$ cat config.mk
export PLATFORM = sky130hd
export DESIGN_NAME = ex_result_skid_flat
export DESIGN_NICKNAME = d
export VERILOG_FILES = /design/src/rtl/ex_result_skid_if.sv /design/src/rtl/ex_result_skid.sv /design/src/flat_wrapper.sv
export SDC_FILE = /design/constraint.sdc
export NUM_CORES = 1
export LEC_CHECK = 0
export CAP_MARGIN = 20
export CELL_PAD_IN_SITES_DETAIL_PLACEMENT = 1
export CELL_PAD_IN_SITES_GLOBAL_PLACEMENT = 1
export CORE_ASPECT_RATIO = 0.75
export CORE_MARGIN = 4
export CORE_UTILIZATION = 35
export DETAILED_ROUTE_END_ITERATION = 10
export GPL_TIMING_DRIVEN = 0
export HOLD_SLACK_MARGIN = 0.06
export PLACE_DENSITY_LB_ADDON = 0.25
export SYNTH_ARGS = -nofsm -noshare
export SYNTH_HDL_FRONTEND = slang
export SYNTH_SLANG_ARGS = --single-unit
$ cat constraint.sdc
create_clock -name i_clk -period 5.2 [get_ports i_clk]
set_input_delay 1.04 -clock i_clk [delete_from_list [all_inputs] [get_ports i_clk]]
set_output_delay 1.04 -clock i_clk [all_outputs]
set_load 0.1 [all_outputs]
$ cat src/rtl/ex_result_skid_if.sv
// ---------------------------------------------------------------------------
// ex_result_skid_if
//
// Purpose:
//   Groups the valid/ready handshake and payload buses around the execute-stage
//   result skid buffer. The upstream side carries the functional-unit result
//   into the buffer and the downstream side presents the held entry to the
//   memory stage.
//
// Signals:
//   in_valid   - FU result on in_* is valid this cycle
//   in_ready   - buffer can accept an entry this cycle (flop output)
//   in_result  - FU result, size bits
//   in_flags   - {C,V,N,Z} from the FU
//   in_rd      - destination register index, RD_W bits
//   in_we      - register write enable
//   out_valid  - out_* hold a valid entry
//   out_ready  - memory stage accepts the entry this cycle
//   out_result - held result
//   out_flags  - held {C,V,N,Z}
//   out_rd     - held destination index
//   out_we     - held write enable, forced to 0 while out_valid is 0
//
// Modports:
//   slave  - the skid buffer itself (consumes in_*, produces out_*)
//   master - the surrounding pipeline (produces in_*, consumes out_*)
// ---------------------------------------------------------------------------
interface ex_result_skid_if #(
    parameter int size = 32,
    parameter int RD_W = 5
);
    logic            in_valid;
    logic            in_ready;
    logic [size-1:0] in_result;
    logic [3:0]      in_flags;
    logic [RD_W-1:0] in_rd;
    logic            in_we;

    logic            out_valid;
    logic            out_ready;
    logic [size-1:0] out_result;
    logic [3:0]      out_flags;
    logic [RD_W-1:0] out_rd;
    logic            out_we;

    // View taken by the skid buffer.
    modport slave (
        input  in_valid, in_result, in_flags, in_rd, in_we, out_ready,
        output in_ready, out_valid, out_result, out_flags, out_rd, out_we
    );

    // View taken by the execute/memory stages around the buffer.
    modport master (
        output in_valid, in_result, in_flags, in_rd, in_we, out_ready,
        input  in_ready, out_valid, out_result, out_flags, out_rd, out_we
    );
endinterface

$ cat src/rtl/ex_result_skid.sv
// ---------------------------------------------------------------------------
// ex_result_skid
//
// Purpose:
//   Registered output stage behind the execute-stage functional unit. Holds
//   the FU result, flags, destination tag and write enable and hands them to
//   the memory stage over valid/ready. A two-entry skid buffer keeps full
//   throughput while in_ready comes straight from a flop, so out_ready never
//   reaches back into execute combinationally.
//
// Ports:
//   i_clk    - system clock, rising edge
//   i_rst_n  - asynchronous active-low reset
//   i_flush  - synchronous flush, discards every held entry
//   bus      - handshake/payload interface (slave modport), see
//              ex_result_skid_if for the individual signals
// ---------------------------------------------------------------------------
module ex_result_skid #(
    parameter int size = 32,
    parameter int RD_W = 5
) (
    input  logic            i_clk,
    input  logic            i_rst_n,
    input  logic            i_flush,
    ex_result_skid_if.slave bus
);

    // Occupancy encoded as {main_v, skid_v}; 2'b01 has no name and is never
    // entered, so the skid entry can never exist without a main entry.
    typedef enum logic [1:0] {
        EMPTY = 2'b00,
        ONE   = 2'b10,
        FULL  = 2'b11
    } state_t;

    state_t          r_state;
    logic            r_inReady;

    logic [size-1:0] r_mainResult;
    logic [3:0]      r_mainFlags;
    logic [RD_W-1:0] r_mainRd;
    logic            r_mainWe;

    logic [size-1:0] r_skidResult;
    logic [3:0]      r_skidFlags;
    logic [RD_W-1:0] r_skidRd;
    logic            r_skidWe;

    logic            w_mainValid;
    logic            w_accept;
    logic            w_take;

    // Handshake qualifiers. accept uses the registered in_ready, so an input
    // offered while the skid slot is occupied is simply not consumed.
    assign w_mainValid = r_state[1];
    assign w_accept    = bus.in_valid & r_inReady;
    assign w_take      = w_mainValid & bus.out_ready;

    // Outputs come straight from the main register; the write enable is
    // masked so a stale we bit can never escape while nothing is valid.
    assign bus.in_ready   = r_inReady;
    assign bus.out_valid  = w_mainValid;
    assign bus.out_result = r_mainResult;
    assign bus.out_flags  = r_mainFlags;
    assign bus.out_rd     = r_mainRd;
    assign bus.out_we     = r_mainWe & w_mainValid;

    // Occupancy FSM and payload registers. in_ready is kept as its own flop
    // and always written together with the state so it equals ~skid_v on
    // every cycle. A flush empties both slots and drops any same-cycle
    // accept; a same-cycle take has already been seen downstream, so it
    // needs no extra handling. Payload registers only load on accept or on
    // the skid-to-main move, which keeps out_* steady while stalled.
    always_ff @(posedge i_clk or negedge i_rst_n) begin
        if (!i_rst_n) begin
            r_state      <= EMPTY;
            r_inReady    <= 1'b1;
            r_mainResult <= '0;
            r_mainFlags  <= '0;
            r_mainRd     <= '0;
            r_mainWe     <= 1'b0;
            r_skidResult <= '0;
            r_skidFlags  <= '0;
            r_skidRd     <= '0;
            r_skidWe     <= 1'b0;
        end else if (i_flush) begin
            r_state   <= EMPTY;
            r_inReady <= 1'b1;
        end else begin
            case (r_state)
                EMPTY: begin
                    if (w_accept) begin
                        r_state      <= ONE;
                        r_mainResult <= bus.in_result;
                        r_mainFlags  <= bus.in_flags;
                        r_mainRd     <= bus.in_rd;
                        r_mainWe     <= bus.in_we;
                    end
                end
                ONE: begin
                    if (w_accept && w_take) begin
                        r_mainResult <= bus.in_result;
                        r_mainFlags  <= bus.in_flags;
                        r_mainRd     <= bus.in_rd;
                        r_mainWe     <= bus.in_we;
                    end else if (w_accept) begin
                        r_state      <= FULL;
                        r_inReady    <= 1'b0;
                        r_skidResult <= bus.in_result;
                        r_skidFlags  <= bus.in_flags;
                        r_skidRd     <= bus.in_rd;
                        r_skidWe     <= bus.in_we;
                    end else if (w_take) begin
                        r_state <= EMPTY;
                    end
                end
                FULL: begin
                    if (w_take) begin
                        r_state      <= ONE;
                        r_inReady    <= 1'b1;
                        r_mainResult <= r_skidResult;
                        r_mainFlags  <= r_skidFlags;
                        r_mainRd     <= r_skidRd;
                        r_mainWe     <= r_skidWe;
                    end
                end
                default: begin
                    r_state   <= EMPTY;
                    r_inReady <= 1'b1;
                end
            endcase
        end
    end

endmodule

$ cat src/flat_wrapper.sv
// flat-port wrapper written by rule: the top's interface ports become plain ports
module ex_result_skid_flat 
#(
    parameter int size = 32,
    parameter int RD_W = 5
)
  (i_clk, i_rst_n, i_flush, bus_in_valid, bus_in_result, bus_in_flags, bus_in_rd, bus_in_we, bus_out_ready, bus_in_ready, bus_out_valid, bus_out_result, bus_out_flags, bus_out_rd, bus_out_we);
  ex_result_skid_if #(.size(size), .RD_W(RD_W)) bus_i ();
  input  logic i_clk;
  input  logic i_rst_n;
  input  logic i_flush;
  input wire logic [$bits(bus_i.in_valid)-1:0] bus_in_valid;
  input wire logic [$bits(bus_i.in_result)-1:0] bus_in_result;
  input wire logic [$bits(bus_i.in_flags)-1:0] bus_in_flags;
  input wire logic [$bits(bus_i.in_rd)-1:0] bus_in_rd;
  input wire logic [$bits(bus_i.in_we)-1:0] bus_in_we;
  input wire logic [$bits(bus_i.out_ready)-1:0] bus_out_ready;
  output wire logic [$bits(bus_i.in_ready)-1:0] bus_in_ready;
  output wire logic [$bits(bus_i.out_valid)-1:0] bus_out_valid;
  output wire logic [$bits(bus_i.out_result)-1:0] bus_out_result;
  output wire logic [$bits(bus_i.out_flags)-1:0] bus_out_flags;
  output wire logic [$bits(bus_i.out_rd)-1:0] bus_out_rd;
  output wire logic [$bits(bus_i.out_we)-1:0] bus_out_we;
  assign bus_i.in_valid = bus_in_valid;
  assign bus_i.in_result = bus_in_result;
  assign bus_i.in_flags = bus_in_flags;
  assign bus_i.in_rd = bus_in_rd;
  assign bus_i.in_we = bus_in_we;
  assign bus_i.out_ready = bus_out_ready;
  assign bus_in_ready = bus_i.in_ready;
  assign bus_out_valid = bus_i.out_valid;
  assign bus_out_result = bus_i.out_result;
  assign bus_out_flags = bus_i.out_flags;
  assign bus_out_rd = bus_i.out_rd;
  assign bus_out_we = bus_i.out_we;
  ex_result_skid #(.size(size), .RD_W(RD_W)) u_core (.i_clk(i_clk), .i_rst_n(i_rst_n), .i_flush(i_flush), .bus(bus_i));
endmodule
## Yosys cells after proc, flatten, opt, wreduce, memory -nomap -nowiden

Cells that the tools add are included.

| storage, ports and cells | value |
|---|---|
| word-level logic and storage cells | 61 |
| flip-flop bits (word level) | 87 |

| cells by class | value |
|---|---|
| equal/unequal tests | 11 |
| reduce and logical (&&, ||, !) cells | 7 |
| bitwise gates (word level) | 5 |
| muxes and demuxes | 28 |

Operators with widths:

| kind | number |
|---|---|
| 32-bit two-way mux | 3 |
| 32-bit case mux with 3 select lines | 1 |
| 5-bit two-way mux | 3 |
| 5-bit case mux with 3 select lines | 1 |
| 2-bit two-way mux | 6 |
| 4-bit two-way mux | 3 |
| 4-bit case mux with 3 select lines | 1 |
| 4-bit AND reduction | 3 |
| 3-bit by 2-bit inequality test with 1-bit output, second input constant | 3 |
| 1-bit two-way mux | 7 |
| 2-bit by 1-bit inequality test with 1-bit output, second input constant | 3 |
| 1-bit case mux with 3 select lines | 2 |
| 2-bit case mux with 3 select lines | 1 |
| 5-bit AND reduction | 1 |
| 2-bit equality test, second input constant | 2 |
| 4-bit by 2-bit inequality test with 1-bit output, second input constant | 1 |
| 1-bit AND | 3 |
| 3-bit inequality test, second input constant | 1 |
| 3-bit nonzero test | 1 |
| 2-bit logical NOT | 1 |
| 2-bit inequality test, second input constant | 1 |
| 1-bit inverter | 2 |
| 1-bit logical AND | 1 |

## Longest topological paths before layout

| depth | value |
|---|---|
| word-level depth | 6 |
| mapped depth | 8 |
| mapped depth without buffers | 6 |

## Least setup slack after synthesis

OpenSTA, ideal clock, no wires.

| timing | value |
|---|---|
| kind | flip-flop to output port |
| from | register u_core.r_state[1] |
| to | output port bus_out_we |
| path buffers | 0 |
| cell stages (with the launch flop) | 2 |
| setup slack | 2.235 ns |
| data arrival time | 1.925 ns |
| path through | dfrtp_1 > and2_1 |

| on the way | value |
|---|---|
| cells in the longest elaborated chain, start to end | 1 |

RTL lines:

| item | line | RTL |
|---|---|---|
| from (decl) | ex_result_skid.sv:36 | `state_t r_state;` |
| from (signal assigned) | ex_result_skid.sv:76 | `r_state <= EMPTY;` |
| from (signal assigned) | ex_result_skid.sv:87 | `r_state <= EMPTY;` |
| from (signal assigned) | ex_result_skid.sv:93 | `r_state <= ONE;` |
| 1-bit AND | ex_result_skid.sv:66 | `assign bus.out_we = r_mainWe & w_mainValid;` |
| to (decl) | flat_wrapper.sv:23 | `output wire logic [$bits(bus_i.out_we)-1:0] bus_out_we;` |

Every way passes these cells.

## Worst setup path in the final report

Ends and elaborated chain as after synthesis.

==> impl_metrics.csv <==
group,metric,value,unit
detailed_routing,viasPerCell,4.95,
clock_tree,clockRootBuffer,"clkbuf_16",
setup_path,required,4.16,ns
detailed_routing,dr_total_vias,2699,
synthesis,synth_edf_count,0,
placement,dp.final_hpwl,6750,µm
cells_and_area,utilization,49.6,%
clock_tree,cts_resized,0,
global_routing,grt_util_met1,20.0,%
setup_path,cp-end-kind,"output pin",
sta,slew_headroom,31.8,%
synthesis,synth.avg_cell_area,12.4,µm²
sta,finalCritPeriodShare,62.0,%
placement,portBuffers,90,
flow_run,max_cap_viol_count,0,
worst_hold_path,hold_path_class,"register to register",
clock_tree,postCtsHoldBufs,0,
clock_tree,htree_levels,3,
global_routing,gr-total-overflow,0,
cells_and_area,insertedDiodeCount,0,
cells_and_area,final_cell_mix,"clkdlybuf4s50_1, dfrtp_1, nor2_1, a21oi_1",
detailed_routing,ant_nets,0,
setup_path,critPathKind,"register to output pin",
synthesis,yosysSeqAreaShare,57.9,%
sta,timing.fmax,310,MHz
floorplanning,die_y,97.8,µm
synthesis,synthArstFlopShare,100,%
detailed_routing,drc_errors,0,
synthesis,yosys_most_used_dff,"dfrtp_1",
sta,hold_viol_final,0,
sta,skew,0.00438,ns
sta,tightest_slew,1.02,ns
global_routing,grt_first_pass_wirelength,15700,µm
synthesis,synth_area_leaders,"dfrtp_1, mux2_2, mux2i_1, a21oi_1, nor2_1",
clock_tree,path_clk_slew,0.06,ns
clock_tree,post_cts_buffers,0,
sta,fin_crit,3.23,ns
floorplanning,die_area,12500,µm²
global_routing,grt_max_degree,46,
sta,rsz0062_at_grt,"no",
setup_path,path_max_fanout,12,
detailed_routing,drt_iter0_drc,88,
global_routing,use_met3,5.25,%
global_routing,grt_usage,15.9,%
floorplanning,start_util,36.3,%
cells_and_area,mostFrequentLayoutCell,"clkdlybuf4s50_1",
sta,hold_slack,0.506,ns
outcome,run_status,"finished, final reports clean",
synthesis,yosysWarnings,0,
floorplanning,die_w,128,µm
sta,maxSlewViolCount,0,
setup_path,start_kind,"register",
clock_tree,cts_buffer_depth,2,
detailed_routing,routedWlPerCell,17.4,µm
clock_tree,clock-sinks,87,
synthesis,synth.distinct_cells,27,
synthesis,synth.top_cell.area_share,57.2,%
detailed_routing,routed_wl,9460,µm
synthesis,syn_nets,356,
cells_and_area,area_growth,36.8,%
detailed_routing,firstDrtPassIters,4,
synthesis,yosys.area.top_type,"dfrtp_1",
global_routing,grt_busiest_layer,"met2",
floorplanning,design.core.area,10400,µm²
placement,place_area,4860,µm²
clock_tree,clock_latency,0.33,ns
clock_tree,numCtsBuffers,9,
placement,place_congestion,0.777,
synthesis,syn-cell-area,3760,µm²
cells_and_area,nNetsFinal,458,
global_routing,grt.met2_usage,26.3,%
global_routing,antenna_found_initial,0,
global_routing,grt_pass1_vias,3042,
synthesis,ys_ff_latch,87,
synthesis,synthCells,304,
floorplanning,num_rows,32,
setup_path,crit_arrival,2.19,ns
sta,setup_violations,0,
cells_and_area,finish.instance_area,5140,µm²
cells_and_area,drive_above_1_share,18.6,%
floorplanning,ios,91,
clock_tree,cts_tree,"built",
[cell usage after synthesis, types with 2 or more instances]
master	count
nor2_1	45
a21oi_1	43
mux2_2	42
o21ai_0	2
a21boi_0	2
mux2i_1	42
nand2_1	3
dfrtp_1	86
clkbuf_1	5
inv_1	2
buf_4	3
ha_1	5
buf_2	10
[worst paths after layout]
kind / to / cells after the start / startpoint / slack (ns)
setup / recovery: bus_out_we / 2 / u_core.r_state[1] / 1.97
hold / removal: u_core.r_skidResult[15] / 1 / u_core.r_skidResult[15] / 0.51
setup reg to reg: u_core.bus.out_result[0] / 7 / u_core.r_state[1] / 2.94
hold reg to reg: u_core.r_skidResult[15] / 1 / u_core.r_skidResult[15] / 0.51
max in group asynchronous: u_core.bus.in_ready / 2 / i_rst_n / 3.81
min in group asynchronous: u_core.bus.out_result[21] / 1 / i_rst_n / 0.71
[cell families (layout without fill, tap and decap cells)]
logic type	Yosys count	after routing	share of synthesized area, %
adder cells (fa/ha/maj)	5	5	1.66
multiplexers	84	84	23.8
buffers and inverters	20	125	2.63
flip-flops	87	87	57.9
AO/OA/AOI/OAI	55	55	8.38
AND/OR/NAND/NOR	53	53	5.66
[stage by stage]
step | worst slack [ns] | setup TNS, ns | std cells
after floorplan | 2.23 | 0 | 304
after global placement | -0.146 | -11.82 | 530
after detailed placement | 2.21 | 0 | 531
after CTS | 1.94 | 0 | 545
after global routing | 1.88 | 0 | 545
final | 1.97 | 0 | 545
[flip-flops by register name (all words and copies together), names as in the netlist]
signal                 flops
u_core.bus.out_result     32
u_core.r_skidResult       32
u_core.bus.out_rd          5
u_core.r_skidRd            5
u_core.bus.out_flags       4
u_core.r_skidFlags         4
u_core.r_state             2
u_core.bus.in_ready        1
u_core.r_mainWe            1
u_core.r_skidWe            1
[routing by layer]
| metal | part of all wire [%] | routed length [µm] |
|---|---|---|
| met4 | 1.3 | 126 |
| met1 | 44 | 4190 |
| met5 | 0 | 0 |
| met3 | 5.4 | 510 |
| met2 | 49 | 4630 |
[worst max-delay path, stage by stage (launching register included)]
cell and delay (ns):
dfrtp_1 0.55, and2_1 0.18, clkdlybuf4s50_1 1.13
[area by class of cell]
class | instances | area (µm²)
buffer | 18 | 91.3
clock buffer | 10 | 239
clock inverter | 4 | 47.5
fill | 1092 | 5230
inverter | 2 | 7.51
multi-input combinational | 197 | 1480
sequential | 87 | 2180
tap | 136 | 170
timing repair buffer | 91 | 926
Power is left out: the tool's default activity adds up to more than one toggle a clock period on the data nets, which glitch-free logic cannot reach.
